### src/rtl/trng_conditioner.sv
// Multi-oscillator entropy conditioner: synchronise, divide, XOR-combine, optional
// von Neumann debias, repetition-count health test, and pack into handshaked words.
module trng_conditioner #(
  parameter int unsigned NUM_CH    = 4,
  parameter int unsigned WORD_W    = 8,
  parameter int unsigned DIV_W     = 8,
  parameter int unsigned REP_LIMIT = 32
) (
  input  logic                    clk,
  input  logic                    rst_n,
  input  logic [NUM_CH-1:0]       osc_in,
  input  logic                    enable,
  input  logic                    debias,
  input  logic [DIV_W-1:0]        sample_div,
  input  logic                    fault_clr,
  output logic [WORD_W-1:0]       out_data,
  output logic                    out_valid,
  input  logic                    out_ready,
  output logic                    fault,
  output logic [$clog2(WORD_W):0] bit_count
);
  localparam int unsigned CNT_W = $clog2(WORD_W) + 1;
  localparam int unsigned REP_W = $clog2(REP_LIMIT + 1);

  logic [NUM_CH-1:0] sync1_q, sync2_q;
  logic [DIV_W-1:0]  div_cnt_q, div_cnt_d;
  logic [DIV_W-1:0]  div_lim_q, div_lim_d;
  logic [DIV_W-1:0]  lim_eff;
  logic              prev_q, prev_d;
  logic [REP_W-1:0]  rep_q, rep_d;
  logic              fault_q, fault_d;
  logic              vn_have_q, vn_have_d;
  logic              vn_first_q, vn_first_d;
  logic              debias_q;
  logic [WORD_W-1:0] data_q, data_d;
  logic              valid_q, valid_d;
  logic [CNT_W-1:0]  cnt_q, cnt_d;
  logic              x, strobe, emit, bit_b, vn_clr, accept;

  always_comb begin
    x          = ^sync2_q;
    // Period limit is captured at the start of each period, so a new sample_div waits for the wrap
    lim_eff    = (div_cnt_q == '0) ? sample_div : div_lim_q;
    strobe     = enable && (div_cnt_q == lim_eff);
    div_cnt_d  = div_cnt_q;
    div_lim_d  = div_lim_q;
    prev_d     = prev_q;
    rep_d      = rep_q;
    fault_d    = fault_q;
    vn_have_d  = vn_have_q;
    vn_first_d = vn_first_q;
    data_d     = data_q;
    valid_d    = valid_q;
    cnt_d      = cnt_q;
    emit       = 1'b0;
    bit_b      = x;
    vn_clr     = fault_clr || (debias != debias_q) || !debias;
    accept     = 1'b0;

    if (enable) begin
      div_lim_d = lim_eff;
      div_cnt_d = strobe ? '0 : DIV_W'(div_cnt_q + DIV_W'(1));
    end

    // Repetition count restarts at 1 on a new value; count of 0 means no history
    if (strobe) begin
      prev_d = x;
      if ((rep_q == '0) || (x != prev_q)) begin
        rep_d = REP_W'(1);
      end else if (rep_q != REP_W'(REP_LIMIT)) begin
        rep_d = REP_W'(rep_q + REP_W'(1));
      end
    end
    if (fault_clr) begin
      rep_d   = '0;
      fault_d = 1'b0;
    end else if (strobe && (rep_d == REP_W'(REP_LIMIT))) begin
      fault_d = 1'b1;
    end

    if (!debias) begin
      emit = strobe;
    end else if (!vn_clr && strobe) begin
      if (!vn_have_q) begin
        vn_have_d  = 1'b1;
        vn_first_d = x;
      end else begin
        vn_have_d = 1'b0;
        emit      = vn_first_q ^ x;
        bit_b     = vn_first_q;
      end
    end
    if (vn_clr) begin
      vn_have_d = 1'b0;
    end

    // Bits are dropped while faulted or while a finished word waits without a handshake
    accept = emit && !fault_q && (!valid_q || out_ready);
    if (accept) begin
      data_d = {data_q[WORD_W-2:0], bit_b};
      if (cnt_q == CNT_W'(WORD_W - 1)) begin
        cnt_d   = '0;
        valid_d = 1'b1;
      end else begin
        cnt_d   = CNT_W'(cnt_q + CNT_W'(1));
        valid_d = 1'b0;
      end
    end else if (valid_q && out_ready) begin
      valid_d = 1'b0;
    end
  end

  always_ff @(posedge clk or negedge rst_n) begin
    if (!rst_n) begin
      sync1_q    <= '0;
      sync2_q    <= '0;
      div_cnt_q  <= '0;
      div_lim_q  <= '0;
      prev_q     <= 1'b0;
      rep_q      <= '0;
      fault_q    <= 1'b0;
      vn_have_q  <= 1'b0;
      vn_first_q <= 1'b0;
      debias_q   <= 1'b0;
      data_q     <= '0;
      valid_q    <= 1'b0;
      cnt_q      <= '0;
    end else begin
      sync1_q    <= osc_in;
      sync2_q    <= sync1_q;
      div_cnt_q  <= div_cnt_d;
      div_lim_q  <= div_lim_d;
      prev_q     <= prev_d;
      rep_q      <= rep_d;
      fault_q    <= fault_d;
      vn_have_q  <= vn_have_d;
      vn_first_q <= vn_first_d;
      debias_q   <= debias;
      data_q     <= data_d;
      valid_q    <= valid_d;
      cnt_q      <= cnt_d;
    end
  end

  assign out_data  = data_q;
  assign out_valid = valid_q;
  assign fault     = fault_q;
  assign bit_count = cnt_q;

endmodule
### config.mk
export PLATFORM = sky130hd
export DESIGN_NAME = trng_conditioner
export DESIGN_NICKNAME = d
export VERILOG_FILES = /design/src/rtl/trng_conditioner.sv
export SDC_FILE = /design/constraint.sdc
export NUM_CORES = 1
export LEC_CHECK = 0
export ABC_AREA = 0
export CORE_UTILIZATION = 55
export DETAILED_ROUTE_END_ITERATION = 10
export GPL_ROUTABILITY_DRIVEN = 0
export HOLD_SLACK_MARGIN = 0.12
export PLACE_DENSITY_LB_ADDON = 0.05
export SETUP_SLACK_MARGIN = 0.15
export SYNTH_ARGS = -nofsm -noshare
export SYNTH_HDL_FRONTEND = slang
export SYNTH_SLANG_ARGS = --single-unit
### constraint.sdc
create_clock -name clk -period 3.6 [get_ports clk]
set_input_delay 0.54 -clock clk [delete_from_list [all_inputs] [get_ports clk]]
set_output_delay 0.54 -clock clk [all_outputs]
set_load 0.05 [all_outputs]
* Yosys cells after proc, flatten, opt, wreduce, memory -nomap -nowiden
Index checks and enable logic that the tools add are counted.
Storage, ports and cells: flip-flop bits (word level) 48, input bits 18, logic and storage cells 68, output and inout port bits 14
Operators by class: $add $sub $neg 3, muxes and demuxes 22, bitwise logic cells 1, reduce and logical (&&, ||, !) cells 23, equal/unequal tests 6
Operators by type and width (count):
- 2-to-1 mux 6 bit | 4
- 2-to-1 mux 8 bit | 2
- 2-to-1 mux 1 bit | 15
- adder 8 x 1 -> 8 bit (second input constant) | 1
- == test 8 bit | 1
- logical NOT 8 bit | 1
- nonzero test 2 bit | 4
- adder 6 x 1 -> 6 bit (second input constant) | 1
- == test 6 bit (second input constant) | 1
- logical AND 1 bit | 6
- logical NOT 6 bit | 1
- inequality test 6 bit (second input constant) | 1
- adder 4 x 1 -> 4 bit (second input constant) | 1
- == test 4 x 3 -> 1 bit (second input constant) | 1
- logical NOT 1 bit | 4
- logical OR 1 bit | 4
- 2-to-1 mux 4 bit | 1
- AND reduction 2 bit | 2
- XOR reduction 4 bit | 1
- inequality test 1 bit | 2
- bitwise XOR 1 bit | 1

* Longest topological paths before layout
Gate-level depths: netlist of run 1.
word-level depth 10, depth in mapped cells 10, depth with buffers taken out 8

* Worst setup path after synthesis of run 1
Ideal clock, no wire load.
kind register to register, from register div_cnt_q[0], to register data_q[1] (netlist: out_data[1]), path slack 1091 ps, data arrival time 2381 ps, stages on the path, launching flop included 11, setup time 128 ps, period minus slack after synthesis 2509 ps, required time 3472 ps, buffers on the path 2, cell sequence dfrtp_1 -> clkbuf_1 -> inv_1 -> ha_1 -> nor3b_2 -> nand2_2 -> a2111oi_4 -> o2111a_2 -> and3_1 -> buf_4 -> mux2_1
On the way: cells in the longest elaborated chain, start to end 9
RTL lines:
- from (decl) | RTL line 26 | logic [DIV_W-1:0] div_cnt_q, div_cnt_d;
- from (signal assigned) | RTL line 131 | div_cnt_q <= div_cnt_d;
- logical NOT 8 bit | RTL line 43 | lim_eff = (div_cnt_q == '0) ? sample_div : div_lim_q;
- 2-to-1 mux 8 bit | RTL line 43
- == test 8 bit (*) | RTL line 44 | strobe = enable && (div_cnt_q == lim_eff);
- logical AND 1 bit (*) | RTL line 44
- logical AND 1 bit | RTL line 83 | end else if (!vn_clr && strobe) begin
- 2-to-1 mux 1 bit | RTL line 83
- 2-to-1 mux 1 bit (*) | RTL line 81 | if (!debias) begin
- logical AND 1 bit (*) (2 in series) | RTL line 98 | accept = emit && !fault_q && (!valid_q || out_ready);
- to (signal assigned) | RTL line 139 | data_q <= data_d;
- to (decl) | RTL line 35 | logic [WORD_W-1:0] data_q, data_d;
Mark *: on every way between the ends. The rest lies on a longest branch, timed or not. A chain may end at the register's enable or synchronous reset.

* Worst setup path after layout of run 1
from register div_cnt_q[0], to register data_q[4] (netlist: out_data[4])
Same word-level chain as after synthesis.

==> results of run 1 <==
-- area by class of cell --
cell class | instances | area (sq um)
clock buffers | 6 | 82.6
well taps | 50 | 62.6
inverters | 16 | 60.1
fillers | 316 | 1250
repair buffers | 33 | 320
multi-input cells | 151 | 1130
flip-flops and latches | 48 | 1200
clock inverters | 2 | 13.8
-- metrics by stage --
stage	power, uW	hold slack (ps)	setup slack [ps]
3_5_place_dp	988	336	650
5_1_grt	1400	371	637
6_report	1310	354	849
2_1_floorplan	897	244	1090
3_3_place_gp	985	331	729
4_1_cts	1330	357	850
-- worst max path at each step --
stage,from,end,slack (ps),cells after the start
floorplan,div_cnt_q[0],out_data[1],1090,10
global placement,debias,out_data[4],730,6
detailed placement,debias,out_data[4],650,6
CTS,div_cnt_q[0],out_data[4],850,8
global route,div_cnt_q[0],out_data[1],640,8
finish,div_cnt_q[0],out_data[4],850,8
-- worst max-delay path, stage by stage, from the launching register on --
cell and delay [ps]:
dfrtp_1 490, inv_1 130, ha_1 140, nor3b_2 270, nand2_2 140, a2111oi_4 380
o2111a_2 270, and3_1 430, mux2_1 380
-- metal layers --
layer / global-route usage / vias up
met5: 0 / -
met2: 0.335 / 38
li1: - / 863
met3: 0.0559 / 5
met4: 0.0677 / 0
met1: 0.341 / 851
-- sequential cells by signal, indices dropped and copies added (netlist names), 4 cells and up --
name,flops
out_data,8
rep_q,6
div_lim_q,8
sync1_q,4
div_cnt_q,8
bit_count,4
sync2_q,4
-- Yosys cell counts, types with 4 or more instances --
| master | number |
|---|---|
| mux2_1 | 10 |
| clkbuf_1 | 5 |
| and3_1 | 7 |
| inv_1 | 16 |
| xnor2_1 | 8 |
| mux2_2 | 7 |
| nand4_1 | 5 |
| dfrtp_1 | 48 |
| nand2_1 | 15 |
| o21ai_0 | 13 |
| ha_1 | 5 |
| xor2_1 | 4 |
| nor3_1 | 4 |
| nor2_1 | 13 |
| nand3_1 | 7 |
| a21oi_1 | 7 |
-- power breakdown --
group          switching, uW  total (uW)  internal, uW
clock network            178         335           157
registers               76.7         681           604
logic                    164         299           136
-- cell families (layout without fill, tap and decap cells) --
group | count (synthesis) | count (layout) | synth area share
XOR/XNOR | 14 | 14 | 0.0592
adder cells (fa/ha/maj) | 5 | 5 | 0.0257
flip-flops | 48 | 48 | 0.494
multiplexers | 20 | 20 | 0.0911
AND/OR/NAND/NOR | 68 | 68 | 0.153
AO/OA/AOI/OAI | 44 | 44 | 0.135
buffers and inverters | 24 | 57 | 0.0422
==> results.sh, run 1 <==
export IMPL_cts_hold_buf=0
export IMPL_synth_ff_latch_count=48
export IMPL_r2r_setup_slack_ps=850
export IMPL_worstSkewPairLatency_ps=300
export IMPL_min_path_type="reg -> reg"
export IMPL_grt_max_degree=49
export IMPL_wl_met3_um=172
export IMPL_grt_pass1_vias=1717
export IMPL_drv_cap=0
export IMPL_cts_sinks=48
export IMPL_dp_hpwl_um=3170
export IMPL_final_cell_mix="48 x dfrtp_1, 30 x clkdlybuf4s50_1, 16 x inv_1"
export IMPL_wl_per_cell_um=14.4
export IMPL_cp_data_arrival_time_ps=2940
export IMPL_synthCells=223
export IMPL_start_util=0.591
export IMPL_fp_row_count=23
export IMPL_endpoint_kind="register"
export IMPL_htree_levels=2
export IMPL_reg2regPathDepth=8
export IMPL_clk_pin_slew_ps=90
export IMPL_drive_gt1_frac=0.105
export IMPL_regToRegStartpoint="div_cnt_q[0]"
export IMPL_placed_area_sq_mm=0.00277
export IMPL_startpoint_type="register"
export IMPL_ys_warn_count=0
export IMPL_overflow=0
export IMPL_fmax_ghz=0.363
export IMPL_ant_nets=0
export IMPL_grt_usage=0.231
export IMPL_antenna_found_initial=0
export IMPL_nets=278
export IMPL_antennaDiodeCount=0
export IMPL_routed_via_count=1757
export IMPL_netlist_area_sq_mm=0.00243
export IMPL_final_common_cell="dfrtp_1"
export IMPL_drt_iter0_drc=217
export IMPL_yosysTopAreaCell="dfrtp_1"
export IMPL_drt_pre_antenna_iters=4
export IMPL_skew_ps=5.56
export IMPL_fin_crit_sh=0.764
export IMPL_hp_start="sync1_q[3]"
export IMPL_drcViolationCount=0
export IMPL_worstPathMaxFanout=10
export IMPL_wl_met1_um=2240
export IMPL_run_status="complete, no violations"
export IMPL_p_leak_uw=0.00129
export IMPL_required_ps=3780
export IMPL_hold_path_endpoint="sync2_q[3]"
export IMPL_p_per_area_mw_per_mm2=458
export IMPL_via_per_inst=5.74
export IMPL_ys_flop_type="dfrtp_1"
export IMPL_cts_root_buf="clkbuf_8"
export IMPL_ys_top_cells_by_area="dfrtp_1 49%, mux2_1 4.6%, mux2_2 3.2%"
export IMPL_async_reset_ff_frac=1.00
export IMPL_timing_final_max_slew_violations=0
export IMPL_finish_utilization=0.697
export IMPL_ios=32
export IMPL_finalSetupTns_ps=0
export IMPL_ys_seq_area_frac=0.494
export IMPL_synth_edf_count=0
export IMPL_io_buffers=31
export IMPL_stdcell_area_sq_mm=0.00287
export IMPL_ir_drop_mv=0.307
export IMPL_cts_buffer_depth=2
export IMPL_die_w_um=68.5
export IMPL_top_layer="met4"
export IMPL_post_cts_resized=0
export IMPL_totalWireLength_um=4420
export IMPL_hold_path_depth=0
export IMPL_synth_fp_nets=246
export IMPL_die_area_sq_mm=0.00469
export IMPL_grt_pass1_wl_um=7950
export IMPL_setup_viol=0
export IMPL_cts_inserted_buffers=5
export IMPL_wl_met2_um=1960
export IMPL_max_slew_margin=0.323
export IMPL_tightest_slew_ps=1010
export IMPL_cts_tree="built"
export IMPL_crit_type="reg -> reg"
export IMPL_avgSynthCellArea_sq_um=10.9
export IMPL_place_inst=298
export IMPL_r2r_end="out_data[4]"
export IMPL_synth_top_area_frac=0.494
export IMPL_hold_viol_final=0
export IMPL_rsz0062_at_grt="no"
export IMPL_core_region_area_sq_mm=0.00412
export IMPL_post_cts_buffers=0
export IMPL_syn2layout_area_growth_pct=18.0
export IMPL_layout_min_cycle_time_ps=2750
export IMPL_synth_cell_types=51
export IMPL_stdcell_count=306
export IMPL_dieHeight_um=68.5
Power figures use the tool's default switching activity.
==> inputs of run 2 (changes only) <==
- CORE_UTILIZATION: 55 -> 49
- clock period: 3.6 -> 2.4 ns (I/O delays scaled with it)
==> run 2 against run 1 <==
Register-to-register slack worse by 800 ps. Final cell count up 15%. Critical path depth stayed put. Largest power group unchanged. Core utilization fell by 2.0 points. Critical path type is now in -> reg. Sequential share of layout area fell by 4.5 points. Via count increased by 4.8%. Clock power up 49%. Combinational power up 97%. Total power grew 59%.
==> results.sh, run 2 (synthesis results as in run 1) <==
export IMPL_endpoint_kind="register"
export IMPL_fin_crit_sh=0.981
export IMPL_ir_drop_mv=0.399
export IMPL_min_path_type="in -> async"
export IMPL_io_buffers=31
export IMPL_fin_ws_ps=45.5
export IMPL_r2r_setup_slack_ps=50
export IMPL_start_util=0.512
export IMPL_cpPeakStageDelay_ps=430
export IMPL_htree_levels=2
export IMPL_placed_area_sq_mm=0.00297
export IMPL_antennaDiodeCount=0
export IMPL_totalWireLength_um=5030
export IMPL_skew_ps=5.93
export IMPL_via_per_inst=5.25
export IMPL_grt_pass1_wl_um=8070
export IMPL_grt_pass1_vias=1689
export IMPL_worst_path_buf_inv=2
export IMPL_crit_type="in -> reg"
export IMPL_wl_per_cell_um=14.3
export IMPL_grt_usage=0.201
export IMPL_final_common_cell="dfrtp_1"
export IMPL_worstPathMaxFanout=5
export IMPL_p_per_area_mw_per_mm2=649
export IMPL_layout_min_cycle_time_ps=2350
export IMPL_cts_hold_buf=0
export IMPL_worstSkewPairLatency_ps=300
export IMPL_fmax_ghz=0.425
export IMPL_p_leak_uw=0.00143
export IMPL_pre_cts_ws_ps=-272
export IMPL_run_status="complete, no violations"
export IMPL_timing_final_max_slew_violations=0
export IMPL_routed_via_count=1842
export IMPL_drt_iter0_drc=130
export IMPL_dp_hpwl_um=3420
export IMPL_setup_viol=0
export IMPL_rsz0062_at_grt="yes"
export IMPL_ant_nets=0
export IMPL_syn2layout_area_growth_pct=32.4
export IMPL_path_cells="clkdlybuf4s50_1 > xor2_1 > a221o_1 > a2111oi_4 > o2111a_2 > and3_4 > clkbuf_16 > mux2_1"
export IMPL_cp_data_arrival_time_ps=2540
export IMPL_required_ps=2580
export IMPL_tightest_slew_ps=599
export IMPL_reg2regPathDepth=9
export IMPL_cts_tree="built"
export IMPL_startpoint_type="input port"
export IMPL_cts_sinks=48
export IMPL_nets=306
export IMPL_die_area_sq_mm=0.00525
export IMPL_hold_viol_final=0
export IMPL_max_slew_margin=0.601
export IMPL_crit_slowest_cell="clkdlybuf4s50_1"
export IMPL_critPathTopFamily="compound AO/OA/AOI/OAI gates"
export IMPL_dieHeight_um=72.5
export IMPL_stdcell_area_sq_mm=0.00322
export IMPL_regToRegStartpoint="div_cnt_q[0]"
export IMPL_ios=32
export IMPL_drcViolationCount=0
export IMPL_drv_cap=0
export IMPL_overflow=0
export IMPL_grt_max_degree=49
export IMPL_die_w_um=72.5
export IMPL_clk_pin_slew_ps=90
export IMPL_final_cell_mix="47 x dfrtp_1, 30 x clkdlybuf4s50_1, 26 x buf_4"
export IMPL_core_region_area_sq_mm=0.00475
export IMPL_drt_pre_antenna_iters=4
export IMPL_totalPowerFinal_uw=2090
export IMPL_cts_buffer_depth=2
export IMPL_drive_gt1_frac=0.243
export IMPL_cts_inserted_buffers=5
export IMPL_r2r_end="out_data[0]"
export IMPL_cts_root_buf="clkbuf_8"
export IMPL_holdWs_ps=139
export IMPL_antenna_found_initial=0
export IMPL_fp_row_count=25
-- run 2: cell types whose count changed in the layout (fill, tap and decap cells not counted), moves of 2 or more --
| cell | before | now |
|---|---|---|
| a21oi_1 | 7 | 5 |
| a21oi_2 | 0 | 2 |
| buf_4 | 2 | 26 |
| mux2_1 | 10 | 6 |
| mux2_4 | 0 | 4 |
-- run 2: repair_timing --
action                                  4_1_cts  5_1_grt
pin swaps                                     0        1
gates resized for setup                       7       13
cloned                                        0        1
buffers inserted                              3        3
endpoints found under the setup margin       17       21
-- run 2: per-layer routing --
metal  vias to the layer above  routed length, um  GRT usage
met2                        33               2310      0.297
li1                        915                  -          -
met3                         4                164     0.0375
met5                         -                  0          0
met1                       890               2520      0.298
met4                         0                 40     0.0654
-- run 2: stage by stage --
step,std cells,util,setup TNS [ps]
after floorplan,223,-,0
after global placement,336,0.625,-3810
after detailed placement,336,0.625,-4050
after CTS,347,0.654,0
after global routing,351,0.677,-141
final,351,0.677,0
-- run 2: power by group --
part           internal, uW  switching (uW)  total, uW
clock network           234             266        500
registers               906            95.4       1000
logic                   286             303        589
-- run 2: how the worst max path moves through the flow --
stage                             start           to  cells past startpoint
final                     sample_div[0]  out_data[0]                      8
after floorplan            div_cnt_q[0]  out_data[1]                      8
after detailed placement  sample_div[0]     rep_q[3]                      8
after CTS                 sample_div[0]  out_data[4]                      8
after global routing       div_cnt_q[0]  out_data[0]                      9
after global placement    sample_div[0]     rep_q[3]                      8
-- run 2: final cells by class --
type                    count  area (sq um)
inverters                  16          60.1
repair buffers             61           572
fillers                   377          1530
clock inverters             1          7.51
multi-input cells         151          1210
flip-flops and latches     48          1200
clock buffers               7          86.3
well taps                  67          83.8
-- run 2: worst reg2reg max path, cell delays in order, from the launching register on --
cell       delay [ps]
dfrtp_2           450
buf_4             150
buf_4             130
xor2_1            160
a221oi_1          210
and3_1            230
o2111a_2          240
and3_4            210
clkbuf_16         140
mux2_1            310
==> inputs of run 3 (changes only) <==
==> constraint.sdc (replaced) <==
create_clock -name clk -period 2.4 [get_ports clk]
set_input_delay 0.48 -clock clk [delete_from_list [all_inputs] [get_ports clk]]
set_output_delay 0.48 -clock clk [all_outputs]
set_load 0.05 [all_outputs]
==> run 3 against run 2 <==
Sequential share of layout area stayed put. Combinational power hardly changed. Final cell count is 0.28% higher. Core utilization stayed put. Flip-flop and latch count stayed put. Clock skew is 2.3 ps higher. Design area stayed put. Worst hold slack better by 14 ps. Count of clock-buffer cells in the layout stayed put. Routed wire length is 3.6% higher. Critical path depth stayed put. Die area stayed put. Largest power group unchanged.
==> results.sh, run 3 (synthesis results as in run 1) <==
export IMPL_timing_final_max_slew_violations=0
export IMPL_setup_viol=0
export IMPL_cts_tree="built"
export IMPL_drt_pre_antenna_iters=4
export IMPL_dp_hpwl_um=3590
export IMPL_grt_max_degree=28
export IMPL_ios=32
export IMPL_startpoint_type="register"
export IMPL_min_path_type="in -> async"
export IMPL_final_cell_mix="47 x dfrtp_1, 28 x clkdlybuf4s50_1, 24 x buf_4"
export IMPL_drive_gt1_frac=0.235
export IMPL_rsz0062_at_grt="yes"
export IMPL_antennaDiodeCount=0
export IMPL_run_status="complete, no violations"
export IMPL_place_inst=337
export IMPL_cts_inserted_buffers=5
export IMPL_stdcell_count=352
export IMPL_required_ps=2630
export IMPL_fin_crit_sh=0.981
export IMPL_core_region_area_sq_mm=0.00475
export IMPL_grt_pass1_vias=1805
export IMPL_antenna_found_initial=0
export IMPL_hold_viol_final=0
export IMPL_die_area_sq_mm=0.00525
export IMPL_clk_pin_slew_ps=90
export IMPL_fin_ws_ps=45.6
export IMPL_max_slew_margin=0.648
export IMPL_finalSetupTns_ps=0
export IMPL_tightest_slew_ps=528
export IMPL_pre_cts_ws_ps=-405
export IMPL_drv_cap=0
export IMPL_fmax_ghz=0.425
export IMPL_syn2layout_area_growth_pct=32.4
export IMPL_skew_ps=8.21
export IMPL_worstPathMaxFanout=5
export IMPL_grt_usage=0.215
export IMPL_drcViolationCount=0
export IMPL_io_buffers=31
export IMPL_die_w_um=72.5
export IMPL_cts_sinks=48
export IMPL_grt_pass1_wl_um=8500
export IMPL_cp_data_arrival_time_ps=2580
export IMPL_routed_via_count=1898
export IMPL_wl_per_cell_um=14.8
export IMPL_totalWireLength_um=5220
export IMPL_p_leak_uw=0.00145
export IMPL_overflow=0
export IMPL_p_per_area_mw_per_mm2=648
export IMPL_holdWs_ps=153
export IMPL_finish_utilization=0.677
export IMPL_crit_type="reg -> reg"
export IMPL_dieHeight_um=72.5
export IMPL_endpoint_kind="register"
export IMPL_ant_nets=0
export IMPL_layout_min_cycle_time_ps=2350
export IMPL_fp_row_count=25
export IMPL_start_util=0.512
export IMPL_ir_drop_mv=0.416
export IMPL_final_common_cell="dfrtp_1"
export IMPL_htree_levels=2
export IMPL_cts_buffer_depth=2
export IMPL_drt_iter0_drc=164
export IMPL_via_per_inst=5.39
export IMPL_worstSkewPairLatency_ps=300
export IMPL_cts_root_buf="clkbuf_8"
export IMPL_nets=307
run 3: layer usage:
| metal | GRT usage | up-vias | wire (um) | part of all wire |
|---|---|---|---|---|
| met5 | 0 | - | 0 | 0 |
| li1 | - | 918 | - | - |
| met4 | 0.0937 | 0 | 86 | 0.016 |
| met2 | 0.329 | 50 | 2440 | 0.47 |
| met3 | 0.0389 | 8 | 228 | 0.044 |
| met1 | 0.299 | 922 | 2460 | 0.47 |
run 3: final cells by class:
| type | count | area (sq um) |
|---|---|---|
| Timing Repair Buffer | 62 | 584 |
| Tap cell | 67 | 83.8 |
| Clock inverter | 1 | 7.51 |
| Fill cell | 369 | 1530 |
| Clock buffer | 7 | 86.3 |
| Multi-Input combinational cell | 151 | 1200 |
| Sequential cell | 48 | 1200 |
| Inverter | 16 | 60.1 |
run 3: timing repair:
item,in CTS,in global routing
endpoints found under the setup margin,19,22
hold buffers,0,0
resized for setup,5,16
setup buffers,5,1
cloned,0,1
pin swaps,2,11
run 3: power by group:
group	total [uW]	internal [uW]	switching (uW)
registers	1000	906	95.9
clock network	495	234	261
logic	591	287	304
total	2090	1430	660
run 3: critical path, stage by stage, from the launching register on:
cell and delay [ps]:
dfrtp_2 420, buf_6 130, xor2_1 130, a221o_1 300, a2111oi_4 380, o2111ai_2 220
buf_2 200, or3_1 350, a21oi_1 160
run 3: worst paths after layout:
check,startpoint,endpoint,slack (ps),cells after the start
setup reg to reg,div_cnt_q[0],rep_q[1],50,8
min in group clk,sync1_q[3],sync2_q[3],350,0
setup / recovery,div_cnt_q[0],rep_q[1],50,8
hold reg to reg,sync1_q[3],sync2_q[3],350,0
max in group asynchronous,rst_n,div_cnt_q[0],1720,2
hold / removal,rst_n,div_lim_q[4],150,1
run 3: metrics by stage:
step	total power, uW	area [sq um]
final	2090	3220
after global routing	2210	3220
after CTS	2090	3140
after detailed placement	1570	2990
after global placement	1570	2990
after floorplan	1360	2450
